==> src/rtl/alu_pkg.sv <==
// -----------------------------------------------------------------------------
// alu_pkg
// Shared definitions for the ALU operation sequencer and the 8-bit ALU:
// operand/result widths, sequencer state encoding and ALU opcode values.
// -----------------------------------------------------------------------------
package alu_pkg;

    // Operand width and the derived result width of the ALU.
    localparam int unsigned ALU_W     = 8;
    localparam int unsigned ALU_RES_W = 2 * ALU_W;

    // Sequencer state encoding.
    localparam int unsigned ST_W = 3;

    typedef enum logic [ST_W-1:0] {
        GET_OP = 3'd0,
        GET_A  = 3'd1,
        GET_B  = 3'd2,
        EXEC   = 3'd3,
        DONE   = 3'd4
    } state_e;

    // ALU select codes, {s1, s2}.
    localparam logic [1:0] OP_ADD0 = 2'b00;
    localparam logic [1:0] OP_ADD1 = 2'b01;
    localparam logic [1:0] OP_SUB  = 2'b10;
    localparam logic [1:0] OP_MUL  = 2'b11;

    // True in the states that take a byte from the input stream.
    function automatic logic is_get_state(input state_e s);
        return (s == GET_OP) || (s == GET_A) || (s == GET_B);
    endfunction

endpackage

==> src/rtl/alu_op_sequencer.sv <==
// -----------------------------------------------------------------------------
// alu_op_sequencer
// Collects a three-byte command (opcode, operand A, operand B) from a
// valid/ready byte stream, drives registered operands and selects into an
// external combinational ALU, captures its result after one settle cycle and
// offers it on a valid/ready result port. One command is in flight at a time.
//
// Ports:
//   clk, rst_n          clock (rising edge), async active-low reset
//   in_valid/in_data    input byte stream; in_ready accepts a byte
//   alu_a/alu_b         registered operands to the ALU
//   alu_s1/alu_s2       registered select bits to the ALU
//   alu_y               combinational ALU result
//   res_valid/res_data  captured result; res_ready consumes it
//   op_err              one-cycle pulse on a rejected opcode byte
//   op_count            number of consumed results (wrapping)
// -----------------------------------------------------------------------------
module alu_op_sequencer
    import alu_pkg::*;
#(
    parameter int unsigned W     = ALU_W,
    parameter int unsigned CNT_W = 8
) (
    input  logic             clk,
    input  logic             rst_n,
    input  logic             in_valid,
    input  logic [W-1:0]     in_data,
    output logic             in_ready,
    output logic [W-1:0]     alu_a,
    output logic [W-1:0]     alu_b,
    output logic             alu_s1,
    output logic             alu_s2,
    input  logic [2*W-1:0]   alu_y,
    output logic             res_valid,
    output logic [2*W-1:0]   res_data,
    input  logic             res_ready,
    output logic             op_err,
    output logic [CNT_W-1:0] op_count
);

    localparam int unsigned RES_W = 2 * W;
    localparam int unsigned OPH_W = W - 2;

    // Registered state and outputs.
    state_e           r_state;
    logic             r_in_ready;
    logic [W-1:0]     r_a;
    logic [W-1:0]     r_b;
    logic [1:0]       r_sel;
    logic             r_res_valid;
    logic [RES_W-1:0] r_res_data;
    logic             r_op_err;
    logic [CNT_W-1:0] r_op_count;

    // Next-state values.
    state_e           w_state_n;
    logic             w_in_ready_n;
    logic [W-1:0]     w_a_n;
    logic [W-1:0]     w_b_n;
    logic [1:0]       w_sel_n;
    logic             w_res_valid_n;
    logic [RES_W-1:0] w_res_data_n;
    logic             w_op_err_n;
    logic [CNT_W-1:0] w_op_count_n;

    logic             w_accept;
    logic             w_op_ok;

    // A byte is taken only when the registered ready is high; ready is
    // only ever high in the GET_* states.
    assign w_accept = in_valid & r_in_ready;

    // Legal opcodes use only the two select bits.
    assign w_op_ok  = (in_data[W-1:2] == OPH_W'(0));

    // State register.
    always_ff @(posedge clk or negedge rst_n) begin
        if (!rst_n) begin
            r_state <= GET_OP;
        end else begin
            r_state <= w_state_n;
        end
    end

    // Next-state and next-datapath logic.
    always_comb begin
        w_state_n     = r_state;
        w_a_n         = r_a;
        w_b_n         = r_b;
        w_sel_n       = r_sel;
        w_res_valid_n = r_res_valid;
        w_res_data_n  = r_res_data;
        w_op_err_n    = 1'b0;
        w_op_count_n  = r_op_count;

        case (r_state)
            GET_OP: begin
                if (w_accept) begin
                    if (w_op_ok) begin
                        w_sel_n   = in_data[1:0];
                        w_state_n = GET_A;
                    end else begin
                        w_op_err_n = 1'b1;
                    end
                end
            end
            GET_A: begin
                if (w_accept) begin
                    w_a_n     = in_data;
                    w_state_n = GET_B;
                end
            end
            GET_B: begin
                if (w_accept) begin
                    w_b_n     = in_data;
                    w_state_n = EXEC;
                end
            end
            EXEC: begin
                // Operands have been stable for a full cycle; capture.
                w_res_data_n  = alu_y;
                w_res_valid_n = 1'b1;
                w_state_n     = DONE;
            end
            DONE: begin
                if (r_res_valid && res_ready) begin
                    w_res_valid_n = 1'b0;
                    w_op_count_n  = r_op_count + CNT_W'(1);
                    w_state_n     = GET_OP;
                end
            end
            default: begin
                w_state_n = GET_OP;
            end
        endcase

        // Ready follows the state we are about to enter, so it is low in
        // reset and rises on the first clock after release.
        w_in_ready_n = is_get_state(w_state_n);
    end

    // Datapath and output registers.
    always_ff @(posedge clk or negedge rst_n) begin
        if (!rst_n) begin
            r_in_ready  <= 1'b0;
            r_a         <= W'(0);
            r_b         <= W'(0);
            r_sel       <= 2'b00;
            r_res_valid <= 1'b0;
            r_res_data  <= RES_W'(0);
            r_op_err    <= 1'b0;
            r_op_count  <= CNT_W'(0);
        end else begin
            r_in_ready  <= w_in_ready_n;
            r_a         <= w_a_n;
            r_b         <= w_b_n;
            r_sel       <= w_sel_n;
            r_res_valid <= w_res_valid_n;
            r_res_data  <= w_res_data_n;
            r_op_err    <= w_op_err_n;
            r_op_count  <= w_op_count_n;
        end
    end

    assign in_ready  = r_in_ready;
    assign alu_a     = r_a;
    assign alu_b     = r_b;
    assign alu_s1    = r_sel[1];
    assign alu_s2    = r_sel[0];
    assign res_valid = r_res_valid;
    assign res_data  = r_res_data;
    assign op_err    = r_op_err;
    assign op_count  = r_op_count;

endmodule
==> config.mk <==
export PLATFORM = sky130hd
export DESIGN_NAME = alu_op_sequencer
export DESIGN_NICKNAME = d
export VERILOG_FILES = /design/src/rtl/alu_pkg.sv /design/src/rtl/alu_op_sequencer.sv
export SDC_FILE = /design/constraint.sdc
export NUM_CORES = 1
export LEC_CHECK = 0
export ABC_AREA = 1
export CELL_PAD_IN_SITES_DETAIL_PLACEMENT = 0
export CELL_PAD_IN_SITES_GLOBAL_PLACEMENT = 2
export CORE_UTILIZATION = 28
export DETAILED_ROUTE_END_ITERATION = 12
export GPL_TIMING_DRIVEN = 0
export PLACE_DENSITY = 0.84
export SLEW_MARGIN = 20
export SYNTH_ARGS = -nofsm -noshare
export SYNTH_HDL_FRONTEND = slang
export SYNTH_SLANG_ARGS = --single-unit
export TNS_END_PERCENT = 30
==> constraint.sdc <==
create_clock -name clk -period 2.8 [get_ports clk]
set_input_delay 0.42 -clock clk [delete_from_list [all_inputs] [get_ports clk]]
set_output_delay 0.42 -clock clk [all_outputs]
set_load 0.1 [all_outputs]
# Word-level counts from Yosys, hierarchy flattened
# Index checks and enable logic that the tools add are counted.
# Widths: inputs -> output; s select.
word_totals:
  reg_bits: 48
  in_bits: 28
  output_inout_bits: 45
  wordCells: 41
op_classes:
  add_sub_neg: 1
  n_eq_ne: 7
  n_mux: 11
  n_bitwise: 1
  n_reduce_logical: 12
ops:
  columns: ["op", "count"]
  rows:
  - ["$mux 3", 5]
  - ["$pmux 3 s5", 1]
  - ["$eq 3x2->1 const B", 3]
  - ["$add 8x1->8 const B", 1]
  - ["$reduce_and 2->1", 4]
  - ["$eq 3x1->1 const B", 2]
  - ["$logic_not 3->1", 2]
  - ["$logic_not 6->1", 1]
  - ["$mux 1", 4]
  - ["$eq 3x3->1 const B", 1]
  - ["$reduce_and 3->1", 1]
  - ["$logic_or 1x1->1", 2]
  - ["$ne 2x2->1 const B", 1]
  - ["$pmux 1 s2", 1]
  - ["$reduce_bool 2->1", 1]
  - ["$and 1x1->1", 1]
  - ["$logic_and 1x1->1", 1]

# Logic depth before layout (Yosys ltp)
# Gate-level depths: netlist of the first run.
depth:
  ltp_word: 7
  ltp_mapped: 7
  depth_no_buf: 7

# Worst setup path before layout of the first run
# No wires, ideal clock.
synth_timing:
  path_type: "reg2reg"
  startpoint: "register r_op_count[0] (netlist: op_count[0])"
  endpoint: "register r_op_count[4] (netlist: op_count[4])"
  setup_time_ns: 0.124
  t_arrival_ns: 1.726
  setup_slack_ns: 0.950
  stages_incl_launch_ff: 7
  period_less_slack_ns: 1.850
  path_cell_list: "dfrtp_1 > ha_1 > nand2_1 > inv_1 > nand2_1 > o21ai_0 > nand2_1"
synth_via:
  elab_chain_cells: 1
synth_rtl:
  columns: ["item", "line_no", "text"]
  rows:
  - ["start: declaration", "alu_op_sequencer.sv:53", "logic [CNT_W-1:0] r_op_count;"]
  - ["start signal: assignment", "alu_op_sequencer.sv:161", "r_op_count <= w_op_count_n;"]
  - ["$add 8x1->8", "alu_op_sequencer.sv:128", "w_op_count_n = r_op_count + CNT_W'(1);"]
# No other way between the ends.
# A chain may end at the register's enable or synchronous reset.

# Worst setup path after layout of the first run
layout_timing:
  startpoint: "register r_op_count[3] (netlist: op_count[3])"
  endpoint: "output op_count[3]"
layout_lines:
  columns: ["item", "line_no", "text"]
  rows:
  - ["end: declaration", "alu_op_sequencer.sv:38", "output logic [CNT_W-1:0] op_count"]
# No word-level cell between the ends.

==> results of run 1 <==
[placed cells by master, fill, tap and decap left out, drive strengths merged]
cell,n
nand3,11
dfrtp,48
clkinv,1
inv,34
buf,5
clkbuf,7
o21ai,35
nor2,11
clkdlybuf4s50,71
nand4,2
ha,1
nand2,73
bufinv,1
xor2,2
nor3,2
xnor2,1
[layout make-up]
cell class / instances / area (µm²)
buffer: 5 / 37.5
tap: 96 / 120
inverter: 34 / 128
multi-input combinational: 138 / 697
sequential: 48 / 1200
clock buffer: 6 / 72.6
clock inverter: 2 / 35.0
fill: 693 / 3940
timing repair buffer: 72 / 718
[state kept, by name (all words and copies together) (netlist names)]
signal and count:
res_data 16, alu_a 8, alu_b 8, op_count 8
r_state 3, r_sel 2, in_ready 1, op_err 1
res_valid 1
[per-layer routing]
metal	track usage, %	vias to the layer above
li1	-	859
met1	18.5	767
met2	21.1	38
met3	3.30	4
met4	4.92	0
met5	0	-
[cells in the mapped netlist (2+ instances only)]
master,number
nor2_1,9
inv_2,2
nand2_2,2
inv_1,32
dfrtp_1,48
xor2_1,2
o21ai_0,19
nand3_1,9
nand4_1,2
buf_2,2
buf_6,2
nand3_2,2
nand2_1,71
o21ai_2,16
[per-stage QoR]
step                      hold slack, ps  util, %  cell area [µm²]
after floorplan                      124        -             2060
after global placement               458     41.8             2900
after detailed placement             463     41.8             2900
after CTS                            153     43.3             3010
after global routing                 173     43.3             3010
final                                123     43.3             3010
[worst max path at each step]
stage	depth (start not counted)	slack [ps]	from	end
final	1	450	op_count[3]	op_count[3]
after global routing	1	400	op_count[3]	op_count[3]
after CTS	1	450	op_count[3]	op_count[3]
after detailed placement	1	790	op_count[3]	op_count[3]
after global placement	1	-210	rst_n	res_data[7]
after floorplan	6	950	op_count[0]	op_count[4]
[cell families after synthesis]
family / count (synthesis)
xor+xnor: 3
simple gates: 99
compound gates: 35
buf+inv: 39
fa+ha+maj: 1
flops: 48
==> run metrics, run 1 <==
slack of the critical path 450 ps; Max Fclk 0.426 GHz; Hold Vio Cnt, Final 0; Top FF cell, synth dfrtp_1; Setup-failing EPs final 0; DRC 0; crit path cell chain clkdlybuf4s50_1; DRT iter0 DRCs 80; drt via density 4.16; Slew Viols, Final 0; mapped cell area 0.00206 mm²; Synth cell types 21; first-pass GRT wire length 7.94 mm; post-synthesis compound-gate area fraction 11.4%; area grow syn2layout 45.8%; placed cells 393; diode count 0; number of buffers created by CTS 5; Initial Util 29.7%; Worst Hold Class primary input to asynchronous set/reset pin; Max-cap violations 0; total global routing overflow 0; chip width 87.8 µm; Post-Synth Adder-Cell Area 0.606%; FF-to-FF setup slack 1450 ps; Final nets 333; GRT Total Usage 13.6%; worst r2r dst alu_a[5]; register area share after synthesis 58.2%; Worst setup EP type output pin; GPL Wtd Cong 0.709; Routed met2 length 2.18 mm; via count 1668; routed metal-1 wire length 2.27 mm; synth warn 0; post-cts resize count 0; leading cell types by total area after synthesis dfrtp_1, nand2_1, o21ai_2; Largest stage delay, worst path 1180 ps; Root Buffer clkbuf_8; Detailed Routing Iterations Pass 1 4; setup_tns 0 ps; RR Startpoint r_state[2]; Post-Synth Simple-Gate Area 20.5%; crit path time final 2350 ps; post-synthesis xor/xnor area fraction 1.27%; Die Y-Extent 87.8 µm; Post-DP HPWL 3.38 mm; count of buffers from port buffering 72; met3 wire length 223 µm; I/O pin cnt 73; Final period util 83.9%; WL per Instance 11.8 µm; Bufs and invs on worst path 1; top sig layer met4; largest net degree at the start of global routing 49; crit-path max FO 6; Longest Clk Path Bufs 2; layout cells sized above 1 12.5%; Final Non-Filler Cells 401; main combinational cell family by area after synthesis simple AND/OR/NAND/NOR gates; Die Area 0.00772 mm²; core footprint 0.00694 mm²; RSZ-0062 raised after global routing no; Synth Register Bits 48; Worst Skew 9.60 ps; number of synthesized flops with an enable pin 0; asr flop ratio synth 100%; worst slew pin tran 993 ps; post-synth top area cell dfrtp_1; Syn Nets 254; vias in the first global route 1597; initial antenna violation count 0; Max-slew headroom 33.6%; Setup WS pre-CTS 787 ps; Worst path top cell family by delay buffers and inverters; antenna-violating nets left 0; Avg Cell Area, Syn 9.17 µm²; status finished clean; clock-pin slew on the worst setup and hold paths 90 ps; Critical Path AT 1930 ps; Sink Count 48; crit start category register; Slowest-stage cell, CP clkdlybuf4s50_1; Worst-Skew Late Latency 300 ps; CP required 2380 ps; R2R depth 5; CTS Hold Buffers Added 0; WL final 4.75 mm; CP Class register to output pin; TritonCTS clock tree done; post-CTS setup buffer count 0; H-tree Lvls 2; Cells after Synth 225; Yosys top cell area share 58.2%; post-synthesis mux area share 0%; FP Rows 30
Power of run 1 is left out: the tool's default activity adds up to more than one toggle a clock period on the data nets, which glitch-free logic cannot reach.
==> run 2: changes to the inputs <==
- CORE_UTILIZATION: 28 -> 26
- PLACE_DENSITY: 0.84 -> 0.79
- clock period: 2.8 -> 2.34 ns (I/O delays scaled with it)
==> run 2 against run 1 <==
  * Non-clock buffer count stayed put
  * Setup slack got worse by 350 ps
  * Via count down 1.3%
  * Critical endpoint is now op_count[0]
  * Hold slack lost 59 ps
  * Flip-flop and latch count unchanged
  * First-iteration DRC count is 30% lower
  * Highest routed layer unchanged
  * Register-to-register slack worse by 460 ps
==> run metrics, run 2 (synthesized netlist as in run 1, its figures left out) <==
GPL Wtd Cong 0.685; FP Rows 32; Worst path top cell family by delay buffers and inverters; Root Buffer clkbuf_8; crit start category register; CTS Hold Buffers Added 0; number of buffers created by CTS 5; WL final 4.73 mm; Worst-Skew Late Latency 300 ps; Final period util 95.6%; TritonCTS clock tree done; Sink Count 48; Longest Clk Path Bufs 2; crit-path max FO 5; Die Y-Extent 91.1 µm; Worst Skew 10.3 ps; Max-slew headroom 32.5%; largest net degree at the start of global routing 49; Register Area 0.00120 mm²; core footprint 0.00769 mm²; Worst Hold Class primary input to asynchronous set/reset pin; vias in the first global route 1664; via count 1647; diode count 0; Initial Util 26.8%; antenna-violating nets left 0; layout cells sized above 1 12.8%; CP required 1990 ps; Die Area 0.00830 mm²; Final nets 333; Detailed Routing Iterations Pass 1 4; drt via density 4.05; chip width 91.1 µm; area of the multi-input gates 697 µm²; H-tree Lvls 2; I/O pin cnt 73; Worst setup EP type output pin; worst slew pin tran 1010 ps; Max Fclk 0.447 GHz; most common cell after layout, fill and taps aside nand2_1; FF-to-FF setup slack 990 ps; total global routing overflow 0; most frequent cells in the layout nand2_1, clkdlybuf4s50_1, dfrtp_1, inv_1, o21ai_0; CP Class register to output pin; status finished clean; DRT iter0 DRCs 56; crit path cell chain clkdlybuf4s50_1; Slowest-stage cell, CP clkdlybuf4s50_1; Post-DP HPWL 3.49 mm; Largest stage delay, worst path 1160 ps; Bufs and invs on worst path 1; first-pass GRT wire length 7.91 mm; fill count 810; clock-pin slew on the worst setup and hold paths 90 ps; Critical Path AT 1890 ps; Setup-failing EPs final 0; Hold Vio Cnt, Final 0; crit path time final 2240 ps; GRT Total Usage 12.2%; WL per Instance 11.6 µm; initial antenna violation count 0; area grow syn2layout 46.5%; Max-cap violations 0; count of buffers from port buffering 72; Slew Viols, Final 0; DRC 0; RSZ-0062 raised after global routing no; hold slack final 63.4 ps; max reg flops 16
==> run 2: cell count changes in the layout (fill, tap and decap cells not counted) <==
cell,before,now
clkbuf_1,1,0
dlymetal6s2s_1,0,1
clkdlybuf4s50_1,71,70
clkinvlp_4,0,1
==> run 2: cell type report <==
class / instances / share of cell area [%]
inverters: 34 / 4.22
plain buffers: 5 / 1.24
multi-input cells: 138 / 23.1
repair buffers: 72 / 23.8
clock buffers: 5 / 2.28
flip-flops and latches: 48 / 39.7
well taps: 102 / 4.22
clock inverters: 3 / 1.41
==> run 2: path summary, 6_finish.rpt <==
check                            startpoint           to  cells after the start
worst max register to register   r_state[2]     alu_a[5]                      5
min in group clk                   r_sel[0]     r_sel[0]                      2
worst min-delay path                  rst_n     alu_a[4]                      1
worst min register to register     r_sel[0]     r_sel[0]                      2
worst max-delay path            op_count[0]  op_count[0]                      1
max in group asynchronous             rst_n  op_count[6]                      1
==> run 2: stage by stage <==
step           setup slack, ps  TNS (ps)  utilization, %  instance area (µm²)  std cells
2_1_floorplan              490         0               -                 2060        225
3_3_place_gp              -610    -29180            37.9                 2910        399
3_5_place_dp               385         0            37.8                 2910        399
4_1_cts                   47.4         0            39.3                 3020        407
5_1_grt                   60.0         0            39.3                 3020        407
6_report                   103         0            39.3                 3020        407
==> run 2: per-layer routing <==
metal	routed length, µm	GRT usage (%)
met4	41	4.37
met5	0	0
met2	2220	18.8
met1	2210	16.3
met3	263	3.27
==> run 2: repair_timing <==
action | in CTS | in global routing
endpoints found under the hold margin | 0 | 0
setup buffers | 0 | 0
endpoints found under the setup margin | 0 | 1
gates resized for setup | 0 | 1
Power of run 2 is left out for the same reason.
==> run 3: changes to the inputs <==
- GPL_ROUTABILITY_DRIVEN: not set -> 0
- GPL_TIMING_DRIVEN: 0 -> not set
==> run 3 against run 2 <==
  * Clock-buffer cell count is the same
  * Clock skew shrank 5.4 ps
  * Core utilization shrank 1.7 points
  * Register-to-register slack lost 130 ps
  * Largest cell class unchanged
  * Critical path depth grew 3
  * Via count shrank 1.3%
  * Hold slack lost 0.61 ps
  * Die area is the same
  * Cell area shrank 4.2%
==> run metrics, run 3 (synthesized netlist as in run 1, its figures left out) <==
status finished clean; Worst setup EP type register; crit path time final 1480 ps; RSZ-0062 raised after global routing no; H-tree Lvls 2; clock-pin slew on the worst setup and hold paths 90 ps; CTS Hold Buffers Added 0; R2R depth 4; Slew Viols, Final 0; count of buffers from port buffering 72; WL final 4.59 mm; post-placement cell area 0.00278 mm²; area of the multi-input gates 697 µm²; number of buffers created by CTS 5; crit path to alu_a[6]; GRT Total Usage 11.9%; CP Launch Point r_state[2]; Register Area 0.00120 mm²; Worst Hold Class primary input to asynchronous set/reset pin; largest net degree at the start of global routing 35; DRC 0; WL per Instance 11.4 µm; Root Buffer clkbuf_8; Worst Skew 4.87 ps; Die Y-Extent 91.1 µm; Final period util 63.4%; total global routing overflow 0; crit-path max FO 17; Post-DP HPWL 3.41 mm; setup_tns 0 ps; Longest Clk Path Bufs 2; Sink Count 48; I/O pin cnt 73; chip width 91.1 µm; post-cts resize count 0; antenna-violating nets left 0; TritonCTS clock tree done; Max-cap violations 0; most common cell after layout, fill and taps aside nand2_1; fill count 819; Max-slew headroom 57.4%; via count 1625; DRT iter0 DRCs 70; Setup-failing EPs final 0; FP Rows 32; diode count 0; drt via density 4.02; initial antenna violation count 0; FF-to-FF setup slack 860 ps; core footprint 0.00769 mm²; CP required 2530 ps; hold slack final 62.8 ps; worst slew pin tran 639 ps; Critical Path AT 1670 ps; Worst-Skew Late Latency 300 ps; Die Area 0.00830 mm²; Max Fclk 0.674 GHz; area grow syn2layout 40.3%; crit start category register; Hold Vio Cnt, Final 0; Initial Util 26.8%; Detailed Routing Iterations Pass 1 4; worst r2r dst alu_a[6]; vias in the first global route 1604; RR Startpoint r_state[2]; first-pass GRT wire length 7.69 mm; layout cells sized above 1 26.8%; max reg flops 16; most frequent cells in the layout nand2_1, dfrtp_1, buf_4, inv_1, clkdlybuf4s50_1; CP Class register to register; Final nets 330; post-CTS setup buffer count 0; fin area 0.00290 mm²
==> run 3: cell count changes in the layout (fill, tap and decap cells not counted) <==
cell and delta:
buf_4 +45, clkdlybuf4s50_1 -44, buf_6 -2, buf_12 +1
buf_2 -1, clkbuf_2 -1, dlymetal6s2s_1 -1
==> run 3: per-layer routing <==
metal | vias to the layer above | part of all wire [%] | GRT usage [%]
met1 | 737 | 46 | 14.4
met5 | - | 0 | 0
met4 | 0 | 1.7 | 4.76
met2 | 35 | 48 | 19.5
li1 | 848 | - | -
met3 | 5 | 4.7 | 3.77
==> run 3: area by class of cell <==
class | count | share of cell area, %
Sequential cell | 48 | 41.5
Multi-Input combinational cell | 138 | 24.1
Timing Repair Buffer | 74 | 21.8
Inverter | 34 | 4.41
Tap cell | 102 | 4.41
Clock buffer | 5 | 2.38
Clock inverter | 3 | 1.47
==> run 3: metrics by stage <==
stage	setup slack [ps]	utilization, %	cells
after floorplan	490	-	225
after global placement	702	36.2	396
after detailed placement	679	36.2	396
after CTS	857	37.7	404
after global routing	726	37.7	404
final	856	37.7	404
==> run 3: worst max-delay path, stage by stage (launching register included) <==
cell and delay (ps):
dfrtp_1 440, nor3_2 250, nand3_2 390, nand2_1 220, o21ai_2 70
==> run 3: how the worst min path moves through the flow <==
stage                from        to  slack [ps]  cells after the start
floorplan           rst_n  alu_a[0]          60                      0
global placement    rst_n  alu_b[5]         410                      1
detailed placement  rst_n  alu_b[7]         420                      1
CTS                 rst_n  alu_b[7]          80                      1
global route        rst_n  alu_b[7]          90                      1
finish              rst_n  alu_a[5]          60                      1
Power of run 3 is left out for the same reason.
